$ cat src/rtl/cpu_16_pkg.sv
// Shared definitions for the cpu_16 core: opcodes, ALU functions, FSM states,
// the HALT encoding and the instruction field decoder.
package cpu_16_pkg;

   localparam int DATA_W = 16;

   // Opcodes, ir[15:12]
   localparam logic [3:0] OP_ALU  = 4'h0;
   localparam logic [3:0] OP_ADDI = 4'h1;
   localparam logic [3:0] OP_MOVI = 4'h2;
   localparam logic [3:0] OP_MHI  = 4'h3;
   localparam logic [3:0] OP_LW   = 4'h4;
   localparam logic [3:0] OP_SW   = 4'h5;
   localparam logic [3:0] OP_BZ   = 4'h6;
   localparam logic [3:0] OP_BNZ  = 4'h7;
   localparam logic [3:0] OP_B    = 4'h8;
   localparam logic [3:0] OP_JR   = 4'h9;

   // ALU functions, ir[2:0] when op == OP_ALU
   localparam logic [2:0] FN_ADD = 3'd0;
   localparam logic [2:0] FN_SUB = 3'd1;
   localparam logic [2:0] FN_AND = 3'd2;
   localparam logic [2:0] FN_OR  = 3'd3;
   localparam logic [2:0] FN_XOR = 3'd4;
   localparam logic [2:0] FN_SLL = 3'd5;
   localparam logic [2:0] FN_SRL = 3'd6;
   localparam logic [2:0] FN_SRA = 3'd7;

   localparam logic [15:0] HALT_INSN = 16'hFFFF;

   typedef enum logic [2:0] {
      FETCH = 3'd0,
      FWAIT = 3'd1,
      EXEC  = 3'd2,
      LWAIT = 3'd3,
      SWAIT = 3'd4,
      HALT  = 3'd5
   } state_e;

   typedef struct packed {
      logic [3:0]  op;
      logic [2:0]  rd;
      logic [2:0]  ra;
      logic [2:0]  rb;
      logic [2:0]  fn;
      logic [15:0] imm6;
      logic [15:0] imm9;
      logic [15:0] imm12;
   } dec_t;

   // Split an instruction word into its fields, immediates sign-extended.
   function automatic dec_t decode(input logic [15:0] ir);
      dec_t d;
      d.op    = ir[15:12];
      d.rd    = ir[11:9];
      d.ra    = ir[8:6];
      d.rb    = ir[5:3];
      d.fn    = ir[2:0];
      d.imm6  = {{10{ir[5]}}, ir[5:0]};
      d.imm9  = {{7{ir[8]}}, ir[8:0]};
      d.imm12 = {{4{ir[11]}}, ir[11:0]};
      return d;
   endfunction

   // Register-register ALU; shifts use only the low four bits of b.
   function automatic logic [15:0] alu(input logic [2:0] fn,
                                       input logic [15:0] a,
                                       input logic [15:0] b);
      logic [15:0] r;
      case (fn)
         FN_ADD:  r = a + b;
         FN_SUB:  r = a - b;
         FN_AND:  r = a & b;
         FN_OR:   r = a | b;
         FN_XOR:  r = a ^ b;
         FN_SLL:  r = a << b[3:0];
         FN_SRL:  r = a >> b[3:0];
         FN_SRA:  r = $unsigned($signed(a) >>> b[3:0]);
         default: r = '0;
      endcase
      return r;
   endfunction

endpackage

$ cat src/rtl/cpu_16_regfile.sv
// Eight-entry register file: three combinational read ports, one write port
// updated at the clock edge. Contents are deliberately not reset.
module regfile
   import cpu_16_pkg::*;
(
   input  logic              clk,
   input  logic              we_i,
   input  logic [2:0]        waddr_i,
   input  logic [DATA_W-1:0] wdata_i,
   input  logic [2:0]        raddr_a_i,
   input  logic [2:0]        raddr_b_i,
   input  logic [2:0]        raddr_d_i,
   output logic [DATA_W-1:0] rdata_a_o,
   output logic [DATA_W-1:0] rdata_b_o,
   output logic [DATA_W-1:0] rdata_d_o
);

   logic [DATA_W-1:0] rmem [0:7];

   // Single write per cycle, no reset so software must initialise registers.
   always_ff @(posedge clk) begin
      if (we_i) begin
         rmem[waddr_i] <= wdata_i;
      end
   end

   assign rdata_a_o = rmem[raddr_a_i];
   assign rdata_b_o = rmem[raddr_b_i];
   assign rdata_d_o = rmem[raddr_d_i];

endmodule

$ cat src/rtl/cpu_16.sv
// cpu_16: multi-cycle 16-bit CPU with separate instruction and data ports.
// Each instruction walks FETCH -> FWAIT -> EXEC, with LWAIT/SWAIT added for
// loads and stores. HALT (ir == 16'hFFFF) parks the core until reset.
//
// Memory handshake: a *_req output is a one-cycle pulse launching a single
// transfer; the address (and store data) stay constant from that pulse until
// the matching *_rdy is sampled high in the owning wait state. rdy is a
// one-cycle completion strobe and is ignored in every other state.
module cpu_16
   import cpu_16_pkg::*;
(
   input  logic        clk,
   input  logic        reset,
   output logic [15:0] ins_rd_addr,
   input  logic [15:0] ins_rd_data,
   output logic        ins_rd_req,
   input  logic        ins_rd_rdy,
   output logic [15:0] dat_rw_addr,
   input  logic [15:0] dat_rd_data,
   output logic        dat_rd_req,
   input  logic        dat_rd_rdy,
   output logic [15:0] dat_wr_data,
   output logic        dat_wr_req,
   input  logic        dat_wr_rdy
);

   state_e      state_q, state_d;
   logic [15:0] pc_q, pc_d;
   logic [15:0] ir_q, ir_d;
   logic [15:0] dat_addr_q, dat_addr_d;
   logic [15:0] dat_wdata_q, dat_wdata_d;
   logic        dat_rd_req_q, dat_rd_req_d;
   logic        dat_wr_req_q, dat_wr_req_d;

   dec_t        dec;
   logic        is_halt;
   logic [15:0] pc_inc;
   logic [15:0] ea;
   logic [15:0] ra_val, rb_val, rd_val;

   logic        exec_we;
   logic [15:0] exec_wdata;
   logic [15:0] exec_pc;

   logic        fetch_req;
   logic        rf_we;
   logic [15:0] rf_wdata;

   assign dec     = decode(ir_q);
   assign is_halt = (ir_q == HALT_INSN);
   assign pc_inc  = pc_q + 16'd1;
   assign ea      = ra_val + dec.imm6;

   regfile regs (
      .clk       (clk),
      .we_i      (rf_we & reset),
      .waddr_i   (dec.rd),
      .wdata_i   (rf_wdata),
      .raddr_a_i (dec.ra),
      .raddr_b_i (dec.rb),
      .raddr_d_i (dec.rd),
      .rdata_a_o (ra_val),
      .rdata_b_o (rb_val),
      .rdata_d_o (rd_val)
   );

   // Result and next pc of a non-memory instruction in EXEC.
   always_comb begin
      exec_we    = 1'b0;
      exec_wdata = '0;
      exec_pc    = pc_inc;
      case (dec.op)
         OP_ALU: begin
            exec_we    = 1'b1;
            exec_wdata = alu(dec.fn, ra_val, rb_val);
         end
         OP_ADDI: begin
            exec_we    = 1'b1;
            exec_wdata = ra_val + dec.imm6;
         end
         OP_MOVI: begin
            exec_we    = 1'b1;
            exec_wdata = dec.imm9;
         end
         OP_MHI: begin
            exec_we    = 1'b1;
            exec_wdata = {ir_q[7:0], rd_val[7:0]};
         end
         OP_BZ: begin
            if (rd_val == 16'd0) exec_pc = pc_inc + dec.imm9;
         end
         OP_BNZ: begin
            if (rd_val != 16'd0) exec_pc = pc_inc + dec.imm9;
         end
         OP_B: begin
            exec_pc = pc_inc + dec.imm12;
         end
         OP_JR: begin
            exec_pc = ra_val;
         end
         default: ;
      endcase
   end

   // FSM state register.
   always_ff @(posedge clk) begin
      if (!reset) begin
         state_q <= FETCH;
      end else begin
         state_q <= state_d;
      end
   end

   // FSM next-state logic.
   always_comb begin
      state_d = state_q;
      case (state_q)
         FETCH: state_d = FWAIT;
         FWAIT: if (ins_rd_rdy) state_d = EXEC;
         EXEC: begin
            if (is_halt)               state_d = HALT;
            else if (dec.op == OP_LW)  state_d = LWAIT;
            else if (dec.op == OP_SW)  state_d = SWAIT;
            else                       state_d = FETCH;
         end
         LWAIT: if (dat_rd_rdy) state_d = FETCH;
         SWAIT: if (dat_wr_rdy) state_d = FETCH;
         HALT:  state_d = HALT;
         default: state_d = FETCH;
      endcase
   end

   // FSM outputs: fetch request, write-back, pc/ir updates, data requests.
   // Data requests are registered out of EXEC, so they pulse in the first
   // cycle of LWAIT/SWAIT together with the registered address and data.
   always_comb begin
      fetch_req    = 1'b0;
      rf_we        = 1'b0;
      rf_wdata     = exec_wdata;
      ir_d         = ir_q;
      pc_d         = pc_q;
      dat_rd_req_d = 1'b0;
      dat_wr_req_d = 1'b0;
      dat_addr_d   = dat_addr_q;
      dat_wdata_d  = dat_wdata_q;
      case (state_q)
         FETCH: fetch_req = 1'b1;
         FWAIT: if (ins_rd_rdy) ir_d = ins_rd_data;
         EXEC: begin
            if (!is_halt) begin
               if (dec.op == OP_LW) begin
                  dat_rd_req_d = 1'b1;
                  dat_addr_d   = ea;
               end else if (dec.op == OP_SW) begin
                  dat_wr_req_d = 1'b1;
                  dat_addr_d   = ea;
                  dat_wdata_d  = rd_val;
               end else begin
                  rf_we = exec_we;
                  pc_d  = exec_pc;
               end
            end
         end
         LWAIT: begin
            if (dat_rd_rdy) begin
               rf_we    = 1'b1;
               rf_wdata = dat_rd_data;
               pc_d     = pc_inc;
            end
         end
         SWAIT: if (dat_wr_rdy) pc_d = pc_inc;
         default: ;
      endcase
   end

   // Datapath registers; reset drops any transaction in flight.
   always_ff @(posedge clk) begin
      if (!reset) begin
         pc_q         <= '0;
         ir_q         <= '0;
         dat_addr_q   <= '0;
         dat_wdata_q  <= '0;
         dat_rd_req_q <= 1'b0;
         dat_wr_req_q <= 1'b0;
      end else begin
         pc_q         <= pc_d;
         ir_q         <= ir_d;
         dat_addr_q   <= dat_addr_d;
         dat_wdata_q  <= dat_wdata_d;
         dat_rd_req_q <= dat_rd_req_d;
         dat_wr_req_q <= dat_wr_req_d;
      end
   end

   // Requests are forced low for as long as reset is held.
   assign ins_rd_addr = pc_q;
   assign ins_rd_req  = fetch_req & reset;
   assign dat_rd_req  = dat_rd_req_q & reset;
   assign dat_wr_req  = dat_wr_req_q & reset;
   assign dat_rw_addr = dat_addr_q;
   assign dat_wr_data = dat_wdata_q;

endmodule

$ cat config.mk
export PLATFORM = sky130hd
export DESIGN_NAME = cpu_16
export DESIGN_NICKNAME = d
export VERILOG_FILES = /design/src/rtl/cpu_16_pkg.sv /design/src/rtl/cpu_16_regfile.sv /design/src/rtl/cpu_16.sv
export SDC_FILE = /design/constraint.sdc
export NUM_CORES = 1
export LEC_CHECK = 0
export CORE_ASPECT_RATIO = 2
export CORE_MARGIN = 5
export CORE_UTILIZATION = 52
export CTS_CLUSTER_DIAMETER = 100
export DETAILED_ROUTE_END_ITERATION = 7
export PLACE_DENSITY_LB_ADDON = 0.1
export SLEW_MARGIN = 25
export SYNTH_ARGS = -nofsm -noshare
export SYNTH_HDL_FRONTEND = slang
export SYNTH_SLANG_ARGS = --single-unit
$ cat constraint.sdc
create_clock -name clk -period 11.3 [get_ports clk]
set_input_delay 1.13 -clock clk [delete_from_list [all_inputs] [get_ports clk]]
set_output_delay 1.13 -clock clk [all_outputs]
set_load 0.05 [all_outputs]
=== Yosys cells after proc, flatten, opt, wreduce, memory -nomap -nowiden ===
Memories as Yosys holds them, arrays and structs flattened. A register that Yosys moved wholly into a read port is not among the register bits.
Index checks and enable logic that the tools add are counted.

* $add $sub $neg: 6
* Multipliers: 0
* Divide/modulo/power cells: 0
* $lt $le $gt $ge: 0
* Eq/ne operators: 28
* Shift-type cells: 3
* Mux-type cells: 39
* Bitwise logic cells: 11
* Reduce and logical (&&, ||, !) cells: 15

{| class="wikitable"
|+ Operator list
! kind !! count
|-
| 2-to-1 mux 16 bit || 11
|-
| case mux 16 bit (4 select lines) || 2
|-
| case mux 16 bit (8 select lines) || 1
|-
| adder 16 bit || 4
|-
| case mux 16 bit (3 select lines) || 1
|-
| 2-to-1 mux 3 bit || 12
|-
| == test 3 bit, second input constant || 6
|-
| case mux 3 bit (6 select lines) || 1
|-
| adder 16 x 1 -> 16 bit, second input constant || 1
|-
| bitwise AND 16 bit || 1
|-
| == test 16 bit, second input constant || 1
|-
| == test 4 x 3 -> 1 bit, second input constant || 4
|-
| logical NOT 16 bit || 1
|-
| bitwise OR 16 bit || 1
|-
| nonzero test 16 bit || 1
|-
| << shifter 16 x 4 -> 16 bit || 1
|-
| >> shifter 16 x 4 -> 16 bit || 1
|-
| >>> shifter 16 x 4 -> 16 bit || 1
|-
| subtractor 16 bit || 1
|-
| bitwise XOR 16 bit || 1
|-
| == test 3 x 2 -> 1 bit, second input constant || 4
|-
| != test 2 bit, second input constant || 6
|-
| 2-to-1 mux 1 bit || 10
|-
| == test 4 x 2 -> 1 bit, second input constant || 2
|-
| 16 further kinds || 27
|}

* Bits in registers: 69
* Bits in latches: 0
* Bits in writable memories: 128
* Bits in read-only memories: 0
* Input port bits: 37
* Output and inout port bits: 51
* Logic and storage cells: 110
* Memories kept: 1

{| class="wikitable"
|+ Memory list
! name !! words !! bits a word !! rd ports !! clocked after Yosys merged registers in !! write ports !! RTL line !! text
|-
| regs.rmem || 8 || 16 || 3 || 3 || 1 || cpu_16_regfile.sv:18 || <nowiki>logic [DATA_W-1:0] rmem [0:7];</nowiki>
|}

=== Longest topological paths before layout ===
* Depth after elaboration: 10
* Gate-level depth with buffers: 21
* Gate-level depth less buffers: 17

=== Modules after synthesis ===
Synthesis repeated with hierarchy kept, for this count alone.

* Cells, all modules: 1565
* Area total of the unflattened synthesis: 16220.6 sq um

{| class="wikitable"
|+ Modules (own cells, without submodules)
! module !! instances !! cells each !! area an instance (sq um) !! seq. area each (sq um)
|-
| cpu_16 || 1 || 1253 || 9105.0 || 1381.3
|-
| regfile || 1 || 312 || 7115.6 || 3843.7
|}

=== Worst setup path after synthesis ===
Ideal clock, no wire load.

* Path type: reg2reg
* Start point: register (tool-made name)
* End point: memory regs.rmem[0][15], data pin
* Setup time: 0.307 ns
* Arrival time: 4.590 ns
* Data required time: 10.993 ns
* Setup slack: 6.404 ns
* Stages on the path, launching flop included: 22
* Buffers on the path: 5
* Period minus slack after synthesis: 4.896 ns
* Cell sequence: dfxtp_1 buf_2 buf_4 buf_4 mux4_2 mux2i_1 clkbuf_1 buf_2 ha_1 nand4_1 o21ai_0 xnor2_1 ha_1 o211ai_1 nand2_1 and4_1 a221oi_1 a211o_1 o21ai_0 xnor2_1 nor2_1 o41ai_1

{| class="wikitable"
|+ RTL lines
! element !! RTL line
|-
| end: declaration || cpu_16_regfile.sv:18
|}

==> impl_metrics.py <==
metrics = {
    "outcome": {
        "status": "finished, final reports clean",
    },
    "critical_path": {
        "worst-path-max-fanout": 45,
        "timing.critical_path.required_ps": 11470,
        "crit_type": "reg2reg",
        "timing.critical_path.slowest_stage_cell": "nor3_1",
        "max_stage_delay_ps": 740,
        "timing.critical_path.arrival_ps": 6630,
        "timing.critical_path.cells": "buf_4 > mux2_2 > o22ai_1 > a221o_1 > buf_4 > clkinv_1 > nor3_1 > a31oi_1 > xnor2_1 > ha_1 > nor4_1 > o21ai_0 > a41oi_1 > nor2b_1 > o21a_1 > o21ai_0 > mux2_2 > a311oi_1 > a31oi_1",
        "worst-path-buf-inv": 3,
        "critical_path.endpoint_type": "flop",
        "timing.critical_path.max_delay_family": "compound AO/OA/AOI/OAI gates",
        "startpoint_type_of_the_worst_setup_path": "flop",
    },
    "die": {
        "row_count": 90,
        "coreArea_um2": 30180,
        "floorplan.die_area_um2": 34300,
        "die_w_um": 133.5,
        "die_height_um": 257.0,
        "initial_utilization": 0.5255,
        "ios": 88,
    },
    "clock_network": {
        "cts_resized": 0,
        "clockRootBuffer": "clkbuf_16",
        "cts-root-to-sink-buffers": 3,
        "cts_htree_levels": 1,
        "hold_buffers": 0,
        "post_cts_buffers": 0,
        "numCtsBuffers": 20,
        "clock_transition_at_path_regs_ps": 70,
        "clock_sinks": 206,
        "insertion_delay_ps": 530,
        "tritoncts": "yes",
    },
    "sta": {
        "fmax_ghz": 0.1547,
        "min_period_ps": 6463,
        "finalSetupViolCount": 0,
        "report.final.hold_viol_count": 0,
        "slew_headroom": 0.3464,
        "tightestPinTransition_ps": 970.2,
        "skew_ps": 17.67,
        "fin_crit_sh": 0.5719,
        "final-max-slew-violation-count": 0,
        "setup_total_negative_slack_ps": 0,
        "grt_setup_unrepaired": "false",
        "hold_slack_ps": 454.9,
        "least_setup_slack_across_all_paths_after_layout_ps": 4837,
    },
    "grt": {
        "grt.met2_usage": 0.6089,
        "overflow": 0,
        "grt_max_degree": 60,
        "grtUsageTotal": 0.3383,
        "wire_length_of_the_first_global_routing_pass_mm": 87.26,
        "grt_pass1_vias": 14310,
        "grt_antenna_before_repair": 2,
        "gr-usage-met3": 0.05805,
        "grt_use_met1": 0.3217,
        "grt_most_used_layer": "met2",
    },
    "yosys": {
        "postSynth.topFlopCell": "edfxtp_1",
        "synth.lib_cells_used.distinct": 80,
        "syn_avg_cell_area_um2": 9.949,
        "synthesis.yosys.warnings": 0,
        "synthesis.instances": 1594,
        "netlist_area_pre_place_um2": 15860,
        "ys_seq_elements": 206,
        "synth-edff-count": 128,
        "synth.net_count": 1720,
        "postSynth.asyncResetShare": 0,
        "synth_sequential_area_ratio": 0.3408,
    },
    "finish": {
        "multi_input_comb_area_um2": 9867,
        "nNetsFinal": 1780,
        "drive_above_1_share": 0.1325,
        "layout.filler_cells": 2649,
        "flow.area_growth_from_synthesis_pct": 12.28,
        "regArea_um2": 5411,
    },
    "placed_design": {
        "dp_hpwl_mm": 45.03,
        "number_of_input_and_output_port_buffers_inserted": 87,
        "dpl_worst_slack_ps": 4823,
        "gpl.final_weighted_congestion": 1.018,
    },
    "routing": {
        "dr.first_iter.drc_count": 1638,
        "drt_first_pass_iters": 6,
        "vias": 14270,
        "drc": 0,
        "final_antenna_net_count": 0,
        "drt_wl_total_mm": 59.49,
        "wl_per_cell_um": 29.19,
        "avgViaCountPerCell": 7.003,
    },
    "pwr": {
        "total_power_draw_mw": 2.596,
        "power.density_cell_area_nw_per_um2": 145.8,
        "ir_worst_vdd_mv": 0.1466,
        "total_leakage_power_nw": 6.175,
    },
    "min_path": {
        "hold_path.class": "reg2reg",
    },
    "run": {
        "cap_violations": 0,
    },
}
cell type report:
cell class                      count  share of cell area
Clock buffer                       25             0.03092
Tap cell                          368             0.02586
Clock inverter                     11            0.007237
Inverter                           46            0.009837
Antenna cell                        2           0.0002811
Timing Repair Buffer              132             0.06788
Multi-Input combinational cell   1248              0.5541
Sequential cell                   206              0.3039
cells by family after synthesis:
| group | synth area share |
|---|---|
| buffers and inverters | 0.03945 |
| xor gates and xnor gates | 0.04142 |
| AOI/OAI and AO/OA | 0.1748 |
| adders and majority gates | 0.07164 |
| and+or+nand+nor | 0.1342 |
| DFF | 0.3408 |
| muxes | 0.1976 |
metal layers:
| layer | vias up | share of wire |
|---|---|---|
| met5 | - | 0 |
| met4 | 0 | 0.11 |
| met3 | 305 | 0.070 |
| met2 | 785 | 0.51 |
| met1 | 6910 | 0.30 |
| li1 | 6272 | - |
registers in the layout, summed over array words and instances, names as in the netlist, named ones only:
register and count:
dat_rd_req_q 1, dat_rw_addr 16, dat_wr_data 16, dat_wr_req_q 1, ins_rd_addr 16, ir_q 16
regs.rmem 128, state_q 3
report_power, final:
group / switching [mW] / leakage, nW / total, mW / internal, mW
clock network: 0.297 / 0.322 / 0.693 / 0.396
registers: 0.0320 / 1.79 / 0.940 / 0.908
logic: 0.633 / 4.06 / 0.963 / 0.329
placed cells by master, fill, tap and decap left out, types with 10 or more instances in the layout:
| cell type | n |
|---|---|
| nor4_1 | 15 |
| inv_1 | 39 |
| ha_1 | 86 |
| o221ai_1 | 11 |
| o22ai_1 | 16 |
| nand3_1 | 37 |
| clkdlybuf4s50_1 | 87 |
| mux2i_1 | 77 |
| and3_1 | 10 |
| buf_4 | 45 |
| nor3_1 | 33 |
| nand2_1 | 145 |
| a21oi_1 | 109 |
| edfxtp_1 | 128 |
| nand2b_1 | 24 |
| nand4_1 | 12 |
| xor2_1 | 25 |
| xnor2_1 | 50 |
| mux4_2 | 90 |
| a211oi_1 | 30 |
| o21ai_0 | 85 |
| nor2_1 | 140 |
| o211ai_1 | 17 |
| a22oi_1 | 25 |
| mux2_2 | 20 |
| a21o_1 | 10 |
| dfxtp_1 | 73 |
| clkbuf_16 | 21 |
| a221oi_1 | 18 |
| nor2b_1 | 12 |
| a31oi_1 | 24 |
Yosys cell counts, types with 12 or more instances:
cell	count	share of area
a211oi_1	30	0.014
a21oi_1	109	0.034
a221oi_1	18	0.0099
a22oi_1	25	0.012
a31oi_1	24	0.0095
buf_1	12	0.0028
buf_2	24	0.0076
clkbuf_1	47	0.011
dfxtp_1	78	0.098
edfxtp_1	128	0.24
ha_1	86	0.068
inv_1	40	0.0095
mux2_2	20	0.014
mux2i_1	79	0.050
mux4_2	90	0.13
nand2_1	145	0.034
nand2b_1	24	0.0095
nand3_1	37	0.012
nand4_1	12	0.0047
nor2_1	141	0.033
nor2b_1	12	0.0047
nor3_1	36	0.011
nor4_1	16	0.0063
o211ai_1	17	0.0080
o21ai_0	85	0.027
o22ai_1	16	0.0063
xnor2_1	50	0.028
xor2_1	25	0.014
path summary, 6_finish.rpt:
kind / startpoint / to / slack (ps) / depth (start not counted)
worst min-delay path: dat_rw_addr[9] / dat_rw_addr[9] / 450 / 2
worst max-delay path: flop / regs.rmem[6][14] / 4840 / 19
worst min register to register: dat_rw_addr[9] / dat_rw_addr[9] / 450 / 2
worst max register to register: flop / regs.rmem[6][14] / 4840 / 19
worst min-delay path: cells and delay by family (launching register included):
| kind | cells | cell delay (ps) |
|---|---|---|
| AND/OR/NAND/NOR | 1 | 50 |
| AO/OA/AOI/OAI | 1 | 50 |
| flip-flops | 1 | 310 |
metrics by stage:
stage	instance area, um^2	cells	util
6_report	17810	2038	0.5901
4_1_cts	17790	2036	0.5896
3_5_place_dp	17120	2000	0.5671
5_1_grt	17800	2037	0.5900
3_3_place_gp	17120	2000	0.5671
2_1_floorplan	15860	1594	-
Note: power is estimated with default switching activity, not from simulation.
